File: src/rtl/pipe_ctrl_if.sv
// Data-bus handshake seen by the pipeline controller.
// The MEM stage raises mem_req; the bus answers with mem_ack.
interface pipe_ctrl_if;
  logic mem_req;
  logic mem_ack;

  modport master (
    output mem_req,
    output mem_ack
  );

  modport slave (
    input mem_req,
    input mem_ack
  );
endinterface

File: src/rtl/pipe_ctrl.sv
// Pipeline hazard controller: memory-wait FSM with bus timeout,
// load-use interlock, redirect flushes and a stall cycle counter.
module pipe_ctrl (
  input  logic        clock,
  input  logic        reset,
  input  logic [4:0]  id_rs1_addr,
  input  logic [4:0]  id_rs2_addr,
  input  logic        id_rs1_ren,
  input  logic        id_rs2_ren,
  input  logic [4:0]  ex_w_addr,
  input  logic        ex_w_ena,
  input  logic        ex_is_load,
  input  logic        ex_redirect,
  pipe_ctrl_if.slave  mem,
  output logic        stall_if,
  output logic        stall_id,
  output logic        stall_ex,
  output logic        stall_mem,
  output logic        flush_id,
  output logic        flush_ex,
  output logic        mem_err,
  output logic [31:0] stall_cnt
);

  typedef enum logic [1:0] {
    M_IDLE = 2'd0,
    M_WAIT = 2'd1,
    M_ERR  = 2'd2
  } mstate_t;

  mstate_t     state;
  logic [7:0]  tmo_cnt;
  logic [31:0] stall_cnt_q;

  logic mem_hold;
  logic load_use;
  logic rs1_hit;
  logic rs2_hit;
  logic redirect;
  logic interlock;

  always_comb begin
    mem_hold = 1'b0;
    unique case (state)
      M_IDLE:  mem_hold = mem.mem_req & ~mem.mem_ack;
      M_WAIT:  mem_hold = ~mem.mem_ack;
      default: mem_hold = 1'b1;
    endcase
  end

  assign rs1_hit = id_rs1_ren & (id_rs1_addr == ex_w_addr);
  assign rs2_hit = id_rs2_ren & (id_rs2_addr == ex_w_addr);

  assign load_use = ex_is_load & ex_w_ena
                  & (ex_w_addr != 5'd0)
                  & (rs1_hit | rs2_hit);

  // A frozen EX keeps ex_redirect asserted, so no pending flag is needed.
  assign redirect  = ~mem_hold & ex_redirect;
  assign interlock = ~mem_hold & ~ex_redirect & load_use;

  assign stall_mem = mem_hold;
  assign stall_ex  = mem_hold;
  assign stall_id  = mem_hold | interlock;
  assign stall_if  = mem_hold | interlock;
  assign flush_id  = redirect;
  assign flush_ex  = redirect | interlock;

  assign mem_err   = (state == M_ERR);
  assign stall_cnt = stall_cnt_q;

  always_ff @(posedge clock) begin
    if (reset) begin
      state       <= M_IDLE;
      tmo_cnt     <= 8'd0;
      stall_cnt_q <= 32'd0;
    end else begin
      stall_cnt_q <= stall_cnt_q + {31'd0, stall_if};
      unique case (state)
        M_IDLE: begin
          if (mem.mem_req && !mem.mem_ack) begin
            state   <= M_WAIT;
            tmo_cnt <= 8'd0;
          end
        end
        M_WAIT: begin
          if (mem.mem_ack)
            state <= M_IDLE;
          else if (tmo_cnt == 8'hFF)
            state <= M_ERR;
          else
            tmo_cnt <= tmo_cnt + 8'd1;
        end
        default: state <= M_ERR;
      endcase
    end
  end

endmodule

File: src/flat_wrapper.sv
// flat-port wrapper written by rule: the top's interface ports become plain ports
module pipe_ctrl_flat 
  (clock, reset, id_rs1_addr, id_rs2_addr, id_rs1_ren, id_rs2_ren, ex_w_addr, ex_w_ena, ex_is_load, ex_redirect, stall_if, stall_id, stall_ex, stall_mem, flush_id, flush_ex, mem_err, stall_cnt, mem_mem_req, mem_mem_ack);
  pipe_ctrl_if mem_i ();
  input  logic clock;
  input  logic reset;
  input  logic [4:0] id_rs1_addr;
  input  logic [4:0] id_rs2_addr;
  input  logic id_rs1_ren;
  input  logic id_rs2_ren;
  input  logic [4:0] ex_w_addr;
  input  logic ex_w_ena;
  input  logic ex_is_load;
  input  logic ex_redirect;
  output logic stall_if;
  output logic stall_id;
  output logic stall_ex;
  output logic stall_mem;
  output logic flush_id;
  output logic flush_ex;
  output logic mem_err;
  output logic [31:0] stall_cnt;
  input wire logic [$bits(mem_i.mem_req)-1:0] mem_mem_req;
  input wire logic [$bits(mem_i.mem_ack)-1:0] mem_mem_ack;
  assign mem_i.mem_req = mem_mem_req;
  assign mem_i.mem_ack = mem_mem_ack;
  pipe_ctrl u_core (.clock(clock), .reset(reset), .id_rs1_addr(id_rs1_addr), .id_rs2_addr(id_rs2_addr), .id_rs1_ren(id_rs1_ren), .id_rs2_ren(id_rs2_ren), .ex_w_addr(ex_w_addr), .ex_w_ena(ex_w_ena), .ex_is_load(ex_is_load), .ex_redirect(ex_redirect), .mem(mem_i), .stall_if(stall_if), .stall_id(stall_id), .stall_ex(stall_ex), .stall_mem(stall_mem), .flush_id(flush_id), .flush_ex(flush_ex), .mem_err(mem_err), .stall_cnt(stall_cnt));
endmodule
File: config.mk
export PLATFORM = sky130hd
export DESIGN_NAME = pipe_ctrl_flat
export DESIGN_NICKNAME = d
export VERILOG_FILES = /design/src/rtl/pipe_ctrl_if.sv /design/src/rtl/pipe_ctrl.sv /design/src/flat_wrapper.sv
export SDC_FILE = /design/constraint.sdc
export NUM_CORES = 1
export LEC_CHECK = 0
export ABC_AREA = 1
export CORE_MARGIN = 8
export CORE_UTILIZATION = 35
export DETAILED_ROUTE_END_ITERATION = 10
export PLACE_DENSITY_LB_ADDON = 0.05
export SYNTH_ARGS = -nofsm -noshare
export SYNTH_HDL_FRONTEND = slang
export SYNTH_SLANG_ARGS = --single-unit
File: constraint.sdc
create_clock -name clock -period 5.3 [get_ports clock]
set_input_delay 0.53 -clock clock [delete_from_list [all_inputs] [get_ports clock]]
set_output_delay 0.53 -clock clock [all_outputs]
set_load 0.01 [all_outputs]
== After elaboration in Yosys (flattened, before gate mapping) ==
Cells that the tools add are included.

* Input port bits: 24
* Bits in registers: 42

* Muxes and demuxes: 9
* Bitwise logic cells: 15
* Equality and inequality tests: 9
* Reductions and logical operators: 7
* $add $sub $neg: 2

{| class="wikitable"
|+ Operator list
! kind !! count
|-
| $add 32x1->32 || 1
|-
| $mux 8 || 3
|-
| $pmux 8 s2 || 1
|-
| $eq 5x5->1 || 2
|-
| $and 1x1->1 || 9
|-
| $add 8x1->8 const B || 1
|-
| $eq 8x8->1 const B || 1
|-
| $mux 2 || 3
|-
| $reduce_bool 5->1 || 1
|-
| $ne 2x2->1 const B || 2
|-
| $pmux 2 s2 || 1
|-
| $reduce_and 4->1 || 1
|-
| $ne 3x2->1 const B || 1
|-
| $not 1->1 || 3
|-
| $or 1x1->1 || 3
|-
| $eq 2x1->1 const B || 1
|-
| $eq 2x2->1 const B || 1
|-
| $logic_not 2->1 || 1
|-
| $ne 2x1->1 const B || 1
|-
| $pmux 1 s2 || 1
|-
| $reduce_and 2->1 || 1
|-
| $reduce_bool 2->1 || 1
|-
| $logic_and 1x1->1 || 1
|-
| $logic_not 1->1 || 1
|}

== Depth between registers and ports, before layout ==
Gate-level depths: netlist of the first run.

* Word-level depth: 8
* Depth in mapped cells: 18
* Gate-level depth less buffers: 18

== Worst setup path before layout of the first run ==
No wires, ideal clock.

* Kind: input-to-reg
* Start: input mem_mem_req
* End: register u_core.stall_cnt_q[20], in the netlist u_core.stall_cnt[20]
* Data required time: 5187 ps
* Setup slack: 2874 ps
* Stages: 18
* Setup time: 113 ps
* Arrival time: 2313 ps
* Cells stage by stage: inv_1 -> nor2_1 -> nand2_2 -> nand2_2 -> nor2_2 -> nand2_1 -> nor2_1 -> nand2_1 -> nand2_1 -> ha_1 -> ha_1 -> nand2_1 -> nor2_4 -> nand2_2 -> nor2_4 -> nand4_1 -> nand2_1 -> nor2_1

* Cells in the longest elaborated chain, start to end: 7

{| class="wikitable"
|+ Ends and longest elaborated chain
! element !! RTL line !! source
|-
| from (decl) || flat_wrapper.sv:23 || <nowiki>input wire logic [$bits(mem_i.mem_req)-1:0] mem_mem_req;</nowiki>
|-
| $and 1x1->1 * || pipe_ctrl.sv:45 || <nowiki>M_IDLE: mem_hold = mem.mem_req & ~mem.mem_ack;</nowiki>
|-
| $pmux 1 s2 * || pipe_ctrl.sv:44 || <nowiki>unique case (state)</nowiki>
|-
| $not 1->1 || pipe_ctrl.sv:60 || <nowiki>assign interlock = ~mem_hold & ~ex_redirect & load_use;</nowiki>
|-
| $and 1x1->1 (2 in series) || pipe_ctrl.sv:60 ||
|-
| $or 1x1->1 * || - ||
|-
| named net stall_id || flat_wrapper.sv:16 || <nowiki>output logic stall_id;</nowiki>
|-
| $add 32x1->32 * || pipe_ctrl.sv:78 || <nowiki>stall_cnt_q <= stall_cnt_q + {31'd0, stall_if};</nowiki>
|-
| to (signal assigned) || pipe_ctrl.sv:78 ||
|-
| to (decl) || pipe_ctrl.sv:33 || <nowiki>logic [31:0] stall_cnt_q;</nowiki>
|}

The timed path passes the listed nets; every way through them passes the cells marked *.
A chain may end at the register's enable or synchronous reset.

== Worst setup path after layout of the first run ==
* Start: input mem_mem_ack
* End: output stall_id

* Cells in the longest elaborated chain, start to end: 7

{| class="wikitable"
|+ Ends and longest elaborated chain
! element !! RTL line !! source
|-
| from (decl) || flat_wrapper.sv:24 || <nowiki>input wire logic [$bits(mem_i.mem_ack)-1:0] mem_mem_ack;</nowiki>
|-
| $not 1->1 * || pipe_ctrl.sv:45, pipe_ctrl.sv:46 ||
|-
| $and 1x1->1 || pipe_ctrl.sv:45 ||
|-
| $pmux 1 s2 * || pipe_ctrl.sv:44 ||
|-
| $not 1->1 || pipe_ctrl.sv:60 ||
|-
| $and 1x1->1 (2 in series) || pipe_ctrl.sv:60 ||
|-
| $or 1x1->1 * || pipe_ctrl.sv:64 || <nowiki>assign stall_id = mem_hold | interlock;</nowiki>
|-
| to (decl) || flat_wrapper.sv:16 ||
|}

Mark *: on every way between the ends. The rest lies on a longest branch, timed or not.

==> reports/metrics.csv, run 1 <==
stage,metric,value,unit
sta,fin_crit,2.873,ns
synth,synth.cell_area,2516,um2
setup_path,critPathTopFamily,buffers and inverters,
sta,finClkSkew,0.01224,ns
setup_path,crit_top_cell,nand2_1,
cts,worstSkewPairLatency,0.30,ns
cells_and_area,nNetsFinal,504,
grt,grtUsageTotal,0.1462,
floorplanning,die_x,100.8,um
sta,relSlewSlack,0.6730,
cts,clk_pin_slew,0.08,ns
synth,synth_flop_cell,dfxtp_1,
cells_and_area,final_area,3334,um2
cts,post_cts_buffers,0,
power,peakVddDrop,0.00008837,V
setup_path,r2r_setup_slack,2.81,ns
grt,antenna_found_initial,0,
setup_path,cp_max_fo,5,
cts,cts_tree,yes,
cells_and_area,diodes,0,
synth,yosys.area.top_type,dfxtp_1,
route,drt_pre_antenna_iters,4,
synth,syn_nets,440,
setup_path,worstPathArrival,2.34,ns
floorplanning,start_util,0.3545,
cts,cts.sinks,42,
place,gp_congestion,0.8724,
synth,synth.ff_latch_count,42,
route,vias,2633,
sta,tns,0,ns
cts,ctsLongestPathBuffers,2,
synth,synth_cell_type_count,27,
synth,synth.most_common_cell,nand2_1,
route,wl_per_cell,12.30,um
cts,cts-hold-fix-buffers,0,
route,ant_nets,0,
cells_and_area,fillCellCount,766,
synth,synth_common_cells,"nand2_1 (126), nor2_1 (81), inv_1 (50), dfxtp_1 (42), a21oi_1 (28)",
power,leakagePower,0.001128,uW
sta,setup_viol,0,
synth,synth_cells,413,
sta,max_slew.worst_pin.slew,0.4899,ns
sta,rsz0062_at_grt,no,
setup_path,worst-path-buf-inv,2,
grt,grt_pass1_vias,2486,
sta,fmaxAchievable,0.3481,GHz
synth,yosysTopAreaCellShare,0.3342,
floorplanning,rows,31,
cts,htreeDepth,2,
sta,drv_slew,0,
sta,hold_violations,0,
cells_and_area,drive_above_1_share,0.05649,
route,drc_errors,0,
synth,postSynthAreaPerCell,6.092,um2
cells_and_area,area_growth_syn_to_layout,32.52,%
floorplanning,die_h,100.8,um
route,routed_wl,7.095,mm
synth,synth_edf_count,0,
setup_path,cp-start-kind,input pin,
route,drtIter0Drc,100,
job,maxCapViolations,0,
setup_path,path_cells,"clkdlybuf4s50_1, nor2_1, nand2_2, nand2_2, nor2_2, nand2_1, nor2_1, nand2_1, nand2_1, clkdlybuf4s50_1",
cts,cts_resized,0,
setup_path,cp.required,4.77,ns
route,drt-vias-per-instance,4.563,
synth,async_flop_share,0,
cts,numCtsBuffers,5,
grt,grt_first_pass_wirelength,11.85,mm
power,power_density,193.9,nW/um2
place,postPlaceCellArea,3228,um2
grt,grt_max_degree,28,
floorplanning,core_region_area,7098,um2
sta,finalCritPeriodShare,0.5421,
hold_path,min_path_type,reg -> reg,
setup_path,crit_slowest_cell,clkdlybuf4s50_1,
setup_path,slowest_delay,0.56,ns
synth,ys_warn_count,0,
floorplanning,io_pins,63,
floorplanning,die_area,10160,um2
setup_path,critPathCaptureType,output port,
setup_path,critPathKind,in -> out,
cts,cts_root_buffer,clkbuf_8,
synth,synthTopCellsByArea,"dfxtp_1 (33%), nand2_1 (19%), nor2_1 (12%)",
synth,ys_seq_area_frac,0.3342,
status,status,finished clean,
grt,grt.overflow.total,0,
place,hpwl,5.667,mm
place,numPortBuffers,62,
metrics by stage:
stage	utilization	hold slack (ns)	cells	power, uW	setup WS (ns)
finish	0.4698	0.4571	577	646.5	2.427
global route	0.4698	0.4926	577	679.4	2.184
CTS	0.4698	0.4586	577	655.3	2.401
detailed placement	0.4548	0.4461	569	398.7	2.184
global placement	0.4548	0.4450	569	398.1	2.285
floorplan	-	0.4270	413	363.8	2.874
worst min-delay path, stage by stage (launching register included):
cell and delay [ns]:
dfxtp_1 0.30, inv_1 0.06, a21oi_1 0.06
cell families (layout without fill, tap and decap cells):
family / Yosys count / count (layout) / synth area share
XOR/XNOR: 7 / 7 / 0.02437
flip-flops: 42 / 42 / 0.3342
buffers and inverters: 57 / 122 / 0.09199
AND/OR/NAND/NOR: 258 / 258 / 0.4376
AO/OA/AOI/OAI: 46 / 46 / 0.09697
adder cells (fa/ha/maj): 3 / 3 / 0.01492
power breakdown:
group,total (uW),internal (uW),leakage (uW),switching (uW)
registers,321,318,0.000339,2.83
logic,69.5,35.3,0.000737,34.1
clock network,256,141,0.0000524,115
state kept, by name, indices dropped and copies added, names as in the netlist:
register and cells:
u_core.stall_cnt 32, u_core.state 2, u_core.tmo_cnt 8
layer usage:
| metal | vias up | wire [um] | GRT usage |
|---|---|---|---|
| li1 | 1406 | - | - |
| met1 | 1170 | 3562 | 0.1919 |
| met2 | 53 | 3123 | 0.2359 |
| met3 | 4 | 354 | 0.02970 |
| met4 | 0 | 55 | 0.03837 |
| met5 | - | 0 | 0 |
cell type report:
cell class	count	area [um2]	share of cell area
Multi-Input combinational cell	314	1444	0.4330
Sequential cell	42	840.8	0.2522
Timing Repair Buffer	63	628.1	0.1884
Inverter	51	191.4	0.05741
Tap cell	99	123.9	0.03715
Clock buffer	7	76.32	0.02289
Clock inverter	1	30.03	0.009006
cells in the final DEF (no fill, tap or decap):
cell,netlist,final
and3b_1,1,1
nand3_1,22,22
nand2_4,1,1
clkbuf_1,3,2
nand2_1,126,126
o21ai_1,1,1
nand4_1,3,3
bufinv_16,0,1
o21ai_0,12,12
ha_1,3,3
o21a_1,2,2
clkdlybuf4s50_1,0,62
o211ai_1,1,1
a21oi_1,28,28
nor2_1,81,81
inv_1,50,50
nor3_1,6,6
dfxtp_1,42,42
clkinv_1,1,1
clkbuf_8,1,5
nor2_2,5,5
nand2_2,6,6
nand3_2,2,2
nor2_4,5,5
xnor2_1,1,1
a211oi_1,1,1
a21oi_2,1,1
buf_4,2,1
xor2_1,6,6
path summary, 6_finish.rpt:
kind         cells after the start               from              endpoint
max                             10        mem_mem_ack              stall_id
min reg2reg                      2  u_core.tmo_cnt[7]     u_core.tmo_cnt[7]
min                              2  u_core.tmo_cnt[7]     u_core.tmo_cnt[7]
max reg2reg                     17    u_core.state[1]  u_core.stall_cnt[20]
No activity file was read; power rests on OpenSTA's default activity.
==> inputs of run 2 (changes only) <==
clock period = 2.7 ns   (was 5.3 ns; I/O delays follow)
==> reports/metrics.csv, run 2 (synthesized netlist as in run 1, its figures left out) <==
stage,metric,value,unit
sta,hold_violations,0,
power,p_int,969.0,uW
route,ant_nets,0,
setup_path,cp.required,2.90,ns
place,hpwl,5.565,mm
status,status,finished clean,
place,gp_congestion,0.8823,
cells_and_area,layout_commonest_cell,nand2_1,
power,sw_frac_of_total,0.2358,
power,peakVddDrop,0.0002848,V
setup_path,slowest_delay,0.37,ns
route,routed_wl,6.929,mm
route,drtIter0Drc,94,
sta,max_slew.worst_pin.slew,0.5194,ns
grt,antenna_found_initial,0,
power,pwr-share-clk,0.393,
cts,htreeDepth,2,
setup_path,crit_slowest_cell,dfxtp_1,
grt,grt.overflow.total,0,
cells_and_area,diodes,0,
hold_path,min_path_type,reg -> reg,
floorplanning,die_area,10160,um2
route,drt-vias-per-instance,4.519,
sta,fmaxAchievable,0.4325,GHz
power,p_sw,299.0,uW
setup_path,path_cells,"inv_1, nor2_2, nand2_1, nand2_2, nor2_2, buf_4, nand2_1, ha_1, ha_1, nand2_1, nor2_4, nand2_2, nor2_4, nand4_1, nand2_1, nor2_1",
cts,cts.sinks,42,
place,numPortBuffers,62,
cells_and_area,mostFrequentLayoutCells,"nand2_1 (126), nor2_1 (80), clkdlybuf4s50_1 (62)",
job,maxCapViolations,0,
setup_path,cp_max_fo,5,
cells_and_area,drive_above_1_share,0.06861,
route,vias,2621,
floorplanning,start_util,0.3545,
route,drt_pre_antenna_iters,4,
cts,clk_pin_slew,0.08,ns
cells_and_area,final_area,3362,um2
cts,cts_tree,yes,
floorplanning,rows,31,
floorplanning,die_h,100.8,um
cts,ctsLongestPathBuffers,2,
sta,finClkSkew,0.003046,ns
sta,tns,0,ns
place,postPlaceCellArea,3251,um2
cts,worstSkewPairLatency,0.29,ns
setup_path,cp-start-kind,flip-flop,
grt,grtUsageTotal,0.1415,
sta,finalCritPeriodShare,0.8563,
power,leakagePower,0.001147,uW
cells_and_area,area_growth_syn_to_layout,33.61,%
cts,cts-hold-fix-buffers,0,
setup_path,worstPathArrival,2.51,ns
cts,numCtsBuffers,5,
grt,grt_max_degree,27,
cts,cts_root_buffer,clkbuf_8,
floorplanning,die_x,100.8,um
sta,fin_crit,2.312,ns
setup_path,crit_top_cell,nand2_1,
setup_path,critPathCaptureType,flip-flop,
cells_and_area,largest_reg_flops,32,
grt,grt_pass1_vias,2428,
power,comb_power_share,0.110,
sta,relSlewSlack,0.6534,
route,wl_per_cell,11.95,um
power,power_density,377.2,nW/um2
grt,grt_first_pass_wirelength,11.51,mm
route,drc_errors,0,
floorplanning,io_pins,63,
sta,drv_slew,0,
sta,setup_viol,0,
sta,rsz0062_at_grt,no,
setup_path,critPathKind,reg -> reg,
power,p_seq_frac,0.497,
floorplanning,core_region_area,7098,um2
cells_and_area,nNetsFinal,507,
==> run 2: stage by stage <==
stage	worst slack, ns	hold slack [ns]	power, uW	utilization	std cells
5_1_grt	0.02657	0.5104	1331	0.4736	580
2_1_floorplan	0.4251	0.4270	714.2	-	413
6_report	0.3879	0.4661	1268	0.4736	580
3_5_place_dp	0.07434	0.4457	784.6	0.4580	572
3_3_place_gp	0.1437	0.4434	784.1	0.4580	572
4_1_cts	0.2933	0.4636	1291	0.4733	580
==> run 2: power by group through the flow <==
stage	Sequential, uW	Clock (uW)	Combinational, uW
floorplan	645	0	69.0
global placement	645	0	140
detailed placement	645	0	140
CTS	630	520	141
global route	631	542	157
finish	630	499	139
==> run 2: final cells by class <==
class / count / area, um2
Sequential cell: 42 / 840.8
Clock inverter: 3 / 40.04
Fill cell: 752 / 3736
Inverter: 51 / 191.4
Tap cell: 99 / 123.9
Multi-Input combinational cell: 314 / 1446
Clock buffer: 5 / 68.82
Timing Repair Buffer: 66 / 650.6
==> run 2: critical path: cells and delay by family, from the launching register on <==
kind                     cells  cell delay, ns
AND/OR/NAND/NOR             12            1.25
flip-flops                   1            0.37
adder cells (fa/ha/maj)      2            0.38
buffers and inverters        2            0.21
==> run 2: final timing paths <==
check	from	to	slack (ns)	cells after the start
worst max-delay path	u_core.state[0]	u_core.stall_cnt[20]	0.39	16
worst min-delay path	u_core.tmo_cnt[7]	u_core.tmo_cnt[7]	0.47	2
worst max register to register	u_core.state[0]	u_core.stall_cnt[20]	0.39	16
worst min register to register	u_core.tmo_cnt[7]	u_core.tmo_cnt[7]	0.47	2
==> run 2: per-layer routing <==
metal / up-vias / global-route usage / part of all wire
li1: 1419 / - / -
met1: 1138 / 0.1862 / 0.51
met2: 58 / 0.2252 / 0.42
met3: 6 / 0.02901 / 0.056
met4: 0 / 0.04186 / 0.011
met5: - / 0 / 0
==> run 2: what timing repair did <==
action                                  4_1_cts  5_1_grt
gates resized for setup                       0        1
setup buffers                                 0        0
endpoints found under the setup margin        0        1
